File: config.mk
export PLATFORM = sky130hd
export DESIGN_NAME = alu_cmd_issuer
export DESIGN_NICKNAME = d
export VERILOG_FILES = /design/src/rtl/alu_cmd_issuer.sv
export SDC_FILE = /design/constraint.sdc
export NUM_CORES = 1
export LEC_CHECK = 0
export CAP_MARGIN = 40
export CORE_UTILIZATION = 42
export CTS_BUF_LIST = sky130_fd_sc_hd__clkbuf_4 sky130_fd_sc_hd__clkbuf_8
export DETAILED_ROUTE_END_ITERATION = 7
export HOLD_SLACK_MARGIN = 0.05
export PLACE_DENSITY = 0.83
export SKIP_CTS_REPAIR_TIMING = 1
export SYNTH_ARGS = -nofsm -noshare
export SYNTH_HDL_FRONTEND = slang
export SYNTH_SLANG_ARGS = --single-unit
File: constraint.sdc
create_clock -name clk -period 5.4 [get_ports clk]
set_input_delay 1.62 -clock clk [delete_from_list [all_inputs] [get_ports clk]]
set_output_delay 1.62 -clock clk [all_outputs]
set_load 0.03 [all_outputs]
File: src/rtl/alu_cmd_issuer.sv
// Command issuer for the alu_simple datapath: latches a command, lets the ALU settle, then captures and presents the result.
// Optional performance counters (op_count, abort_count) are enabled with `define ALU_CMD_ISSUER_PERFCNT_EN.
module alu_cmd_issuer #(
    parameter int unsigned WIDTH         = 32,
    parameter int unsigned SETTLE_CYCLES = 2
) (
    input  logic             clk,
    input  logic             rst,
    input  logic             cmd_valid,
    output logic             cmd_ready,
    input  logic [WIDTH-1:0] cmd_in1,
    input  logic [WIDTH-1:0] cmd_in2,
    input  logic [3:0]       cmd_opcode,
    input  logic [4:0]       cmd_sr_bit,
    input  logic [2:0]       cmd_sr_cont,
    input  logic             cmd_s,
    input  logic             abort,
    output logic [WIDTH-1:0] alu_in1,
    output logic [WIDTH-1:0] alu_in2,
    output logic [3:0]       alu_opcode,
    output logic [4:0]       alu_sr_bit,
    output logic [2:0]       alu_sr_cont,
    output logic             alu_s,
    input  logic [WIDTH-1:0] alu_out,
    input  logic [3:0]       alu_flags,
    output logic             res_valid,
    input  logic             res_ready,
    output logic [WIDTH-1:0] res_data,
    output logic [3:0]       res_flags,
    output logic [3:0]       status_flags,
`ifdef ALU_CMD_ISSUER_PERFCNT_EN
    output logic [15:0]      op_count,
    output logic [7:0]       abort_count,
`endif
    output logic             busy
);

    typedef enum logic [1:0] {
        S_IDLE,
        S_WAIT,
        S_DONE
    } state_t;

    localparam logic [3:0] CNT_INIT = 4'(SETTLE_CYCLES - 1);

    state_t           state_q;
    logic [3:0]       cnt_q;
    logic [WIDTH-1:0] in1_q;
    logic [WIDTH-1:0] in2_q;
    logic [3:0]       opcode_q;
    logic [4:0]       sr_bit_q;
    logic [2:0]       sr_cont_q;
    logic             s_q;
    logic [WIDTH-1:0] res_data_q;
    logic [3:0]       res_flags_q;
    logic [3:0]       status_q;
`ifdef ALU_CMD_ISSUER_PERFCNT_EN
    logic [15:0]      op_cnt_q;
    logic [7:0]       abort_cnt_q;
`endif

    always_ff @(posedge clk or posedge rst) begin
        if (rst) begin
            state_q     <= S_IDLE;
            cnt_q       <= '0;
            in1_q       <= '0;
            in2_q       <= '0;
            opcode_q    <= '0;
            sr_bit_q    <= '0;
            sr_cont_q   <= '0;
            s_q         <= 1'b0;
            res_data_q  <= '0;
            res_flags_q <= '0;
            status_q    <= '0;
`ifdef ALU_CMD_ISSUER_PERFCNT_EN
            op_cnt_q    <= '0;
            abort_cnt_q <= '0;
`endif
        end else begin
            case (state_q)
                S_IDLE: begin
                    if (cmd_valid) begin
                        in1_q     <= cmd_in1;
                        in2_q     <= cmd_in2;
                        opcode_q  <= cmd_opcode;
                        sr_bit_q  <= cmd_sr_bit;
                        sr_cont_q <= cmd_sr_cont;
                        s_q       <= cmd_s;
                        cnt_q     <= CNT_INIT;
                        state_q   <= S_WAIT;
                    end
                end
                S_WAIT: begin
                    // abort wins over a capture due on the same edge
                    if (abort) begin
                        state_q <= S_IDLE;
`ifdef ALU_CMD_ISSUER_PERFCNT_EN
                        if (abort_cnt_q != '1) begin
                            abort_cnt_q <= abort_cnt_q + 8'd1;
                        end
`endif
                    end else if (cnt_q == '0) begin
                        res_data_q  <= alu_out;
                        res_flags_q <= alu_flags;
                        if (s_q) begin
                            status_q <= alu_flags;
                        end
                        state_q <= S_DONE;
                    end else begin
                        cnt_q <= cnt_q - 4'd1;
                    end
                end
                S_DONE: begin
                    if (res_ready) begin
                        state_q <= S_IDLE;
`ifdef ALU_CMD_ISSUER_PERFCNT_EN
                        op_cnt_q <= op_cnt_q + 16'd1;
`endif
                    end
                end
                default: state_q <= S_IDLE;
            endcase
        end
    end

    assign cmd_ready    = (state_q == S_IDLE) && !rst;
    assign res_valid    = (state_q == S_DONE);
    assign busy         = (state_q != S_IDLE);
    assign alu_in1      = in1_q;
    assign alu_in2      = in2_q;
    assign alu_opcode   = opcode_q;
    assign alu_sr_bit   = sr_bit_q;
    assign alu_sr_cont  = sr_cont_q;
    assign alu_s        = s_q;
    assign res_data     = res_data_q;
    assign res_flags    = res_flags_q;
    assign status_flags = status_q;
`ifdef ALU_CMD_ISSUER_PERFCNT_EN
    assign op_count     = op_cnt_q;
    assign abort_count  = abort_cnt_q;
`endif

endmodule

Word-level counts from Yosys, hierarchy flattened --
Index checks and enable logic that the tools add are counted.
Word-level totals: flip-flop bits (word level) 123, bits of input ports 118, output and inout bits 120
Cells by class: add/subtract/negate cells 1, equality and inequality tests 7, muxes and demuxes 9, bitwise logic cells 1, reductions and logical operators 11
Operators by type and width (count):
- 4-bit two-way mux | 3
- 2-bit two-way mux | 4
- 4-bit one-hot mux with 2 select lines | 1
- 4-bit AND reduction | 2
- 2-bit != test, second input constant | 3
- 2-bit one-hot mux with 3 select lines | 1
- 3-bit AND reduction | 2
- 4-bit zero test | 1
- 2-bit nonzero test | 2
- 4-bit by 1-bit subtractor with 4-bit output, second input constant | 1
- 3-bit != test, second input constant | 1
- 2-bit by 1-bit == test with 1-bit output, second input constant | 1
- 2-bit == test, second input constant | 1
- 2-bit zero test | 1
- 2-bit by 1-bit != test with 1-bit output, second input constant | 1
- 2-bit AND reduction | 1
- 1-bit logical AND | 1
- 1-bit zero test | 1
- 1-bit inverter | 1

Depth between registers and ports, before layout --
word-level depth 4, gate-level depth with buffers 6

Worst setup path after synthesis --
Ideal clock, no wire load.
kind input-to-output, start point input port rst, end point output port cmd_ready, arrival time 2.033 ns, data required time 3.780 ns, slack 1.747 ns, stages 1, path buffers 0, cells stage by stage nor2_1
Between the ends: longest elaborated chain between the ends 2
Ends and longest elaborated chain:
- start, declared | line 8 | input logic rst,
- 1-bit zero test | line 126 | assign cmd_ready = (state_q == S_IDLE) && !rst;
- 1-bit logical AND | line 126
- end, declared | line 10 | output logic cmd_ready,
No other way between the ends.

Final worst setup path --
Same ends and word-level chain as after synthesis.

==> results.cfg <==
[worst_hold_path]
hp-class = flip-flop to flip-flop

[die]
dieArea_mm2 = 0.0119
start_util_pct = 43.7
core_mm2 = 0.0110
num_rows = 38
die_w_um = 109
fp.dieH_um = 109
ios = 238

[yosys]
ys_ff_latch = 123
ys_types = 26
synth_top_family_by_area = multiplexers
async_reset_ff_share_pct = 100
synth_fa_ha_area_share_pct = 0.259
ys_seq_area_share_pct = 63.8
synthCells = 284
synth_edf_count = 0
yosysWarnings = 0
yosysTopAreaCellShare_pct = 63.8
synth_compound_area_share_pct = 1.06
netlist_top_cells_area = dfrtp_1 (64%), mux2_2 (19%), mux2_4 (9.0%)
yosys.area.top_type = dfrtp_1
yosys.area_share.xor_xnor_pct = 0
synth_nets = 403
yosys.area_share.simple_pct = 2.85
synth.top_cells.by_count = dfrtp_1 (123), mux2_2 (80), mux2_4 (29)
synth_area_mm2 = 0.00482
yosys.cell_count.top_type = dfrtp_1
ys.flop_type = dfrtp_1
synth.avg_cell_area_um2 = 17.0
muxShareOfSynthArea_pct = 29.8

[timing]
hold_viol = 0
slew_headroom_pct = 48.2
min_period_over_period_pct = 83.6
worst_slew_pin_slew_ps = 778
setup_tns_ps = 0
rsz0062_at_grt = no
period_needed_ps = 4520
setup_viol = 0
clock.fmax_ghz = 0.221
report.final.slew_viol_count = 0
fin_skew_ps = 10.8

[placement]
dpl.hpwl_um = 8350
gp_congestion = 0.700
dpl_cell_area_mm2 = 0.00732
port_buffers = 237

[routing]
wl_met3_um = 893
drtAntennaViolNets = 0
m1WireLength_um = 4120
drc = 0
drt_iter0_drc = 145
routed-wl-met2_um = 6420
num_vias = 3290
vias_per_cell = 4.81
wl_per_cell_um = 17.0
top_layer = met4
routed_wirelength_um = 11700
first_pass_iters = 4

[cells_and_area]
diodes = 0
nFillCells = 752
finish.instance_area_mm2 = 0.00778
layout-drive-gt1-share_pct = 27.6
fin_nets = 650
seqCellArea_mm2 = 0.00308
final_util_pct = 70.5
multi_input_area_mm2 = 0.00165
area_delta_synth_final_pct = 61.3

[run]
cap_violations = 0

[critical_path]
critPathTopFamily = buffers and inverters
required_ps = 3780
cp_num_buf_inv = 2
arrival_ps = 2900
cp_slowest_stage_delay_ps = 680
path_common_cell = clkdlybuf4s50_1
startpoint_type = input pin
crit_path_max_fanout = 2
worst-setup-path-type = input pin to primary output
end_kind = primary output
crit_chain = clkdlybuf4s50_1, nor2_1, clkdlybuf4s50_1
crit_path_top_delay_cell = clkdlybuf4s50_1

[clocking]
clock-root-buffer = clkbuf_8
path_clk_slew_ps = 70
clockBufferDepth = 2
cts_tree = built
clk_latency_ps = 440
numCtsBuffers = 17
clock_sinks = 123
h-tree-depth = 4

[grt]
grt_overflow = 0
antenna_found_initial = 0
grt_pass1_vias = 3542
gr-usage-all-layers_pct = 20.2
grt_pass1_wl_um = 17600
grt_max_degree = 64

[power]
power_density_mw_per_mm2 = 689
vdd_ir_drop_max_mv = 0.377
leakagePower_nw = 3.36

[status]
outcome = finished, final reports clean
worst paths after layout:
| kind | end | from | cells past startpoint | slack, ps |
|---|---|---|---|---|
| worst max-delay path | cmd_ready | rst | 3 | 880 |
| worst min-delay path | alu_sr_bit[3] | alu_sr_bit[3] | 1 | 490 |
| worst max register to register | res_data[23] | cnt_q[0] | 5 | 3350 |
| worst min register to register | alu_sr_bit[3] | alu_sr_bit[3] | 1 | 490 |
| max in group asynchronous | alu_in2[21] | rst | 3 | 2890 |
| min in group asynchronous | res_data[28] | rst | 2 | 1680 |
where the power goes:
| part | internal [mW] | switching, mW |
|---|---|---|
| sequential | 1.39 | 0.260 |
| clock | 0.549 | 0.355 |
| combinational | 1.36 | 1.45 |
| total | 3.30 | 2.06 |
metal layers:
layer,up-vias,global-route usage [%]
met2,128,35.4
li1,1486,-
met4,0,7.82
met5,-,0
met1,1659,21.1
met3,17,9.15
cell type report:
cell class,count,share of cell area (%)
multi-input combinational,145,21.2
clock buffer,21,3.72
sequential,123,39.6
tap,140,2.25
clock inverter,11,2.12
timing repair buffer,240,31.0
inverter,4,0.225
metrics by stage:
stage                     setup slack [ps]  cells  power (mW)  hold slack [ps]
final                                  883    684        5.36              489
after detailed placement               874    652        4.48              475
after CTS                              874    684        5.42              491
after global placement                 896    652        4.41              467
after global routing                   863    684        5.61              504
after floorplan                        509    284        3.31              527
registers in the layout, summed over array words and instances (netlist names):
register,cells
alu_in1,32
alu_in2,32
res_data,32
alu_sr_bit,5
alu_opcode,4
cnt_q,4
res_flags,4
status_flags,4
alu_sr_cont,3
state_q,2
alu_s,1
worst register-to-register path, delay by kind of cell, from the launching register on:
kind	cells	cell delay, ps
fa+ha+maj	1	180
flops	1	390
buf+inv	1	90
mux	1	460
simple gates	2	810
cell families (layout without fill, tap and decap cells):
| kind of cell | count (synthesis) | in the layout |
|---|---|---|
| adders and majority gates | 1 | 1 |
| buffers and inverters | 16 | 276 |
| muxes | 118 | 118 |
| DFF | 123 | 123 |
| AOI/OAI and AO/OA | 8 | 8 |
| and+or+nand+nor | 18 | 18 |
cells in the final DEF (no fill, tap or decap), types with 2 or more instances in the layout:
cell             count
nor3b_4              2
bufinv_16            4
clkbuf_8            21
mux2_2              80
clkinv_2             3
mux2_1               9
mux2_4              29
dfrtp_1            123
nand2b_1             4
clkdlybuf4s50_1    237
inv_1                3
buf_4                2
nor2_1               3
clkinvlp_4           4
a21o_1               3
a21oi_1              2
No activity file was read; power rests on OpenSTA's default activity.
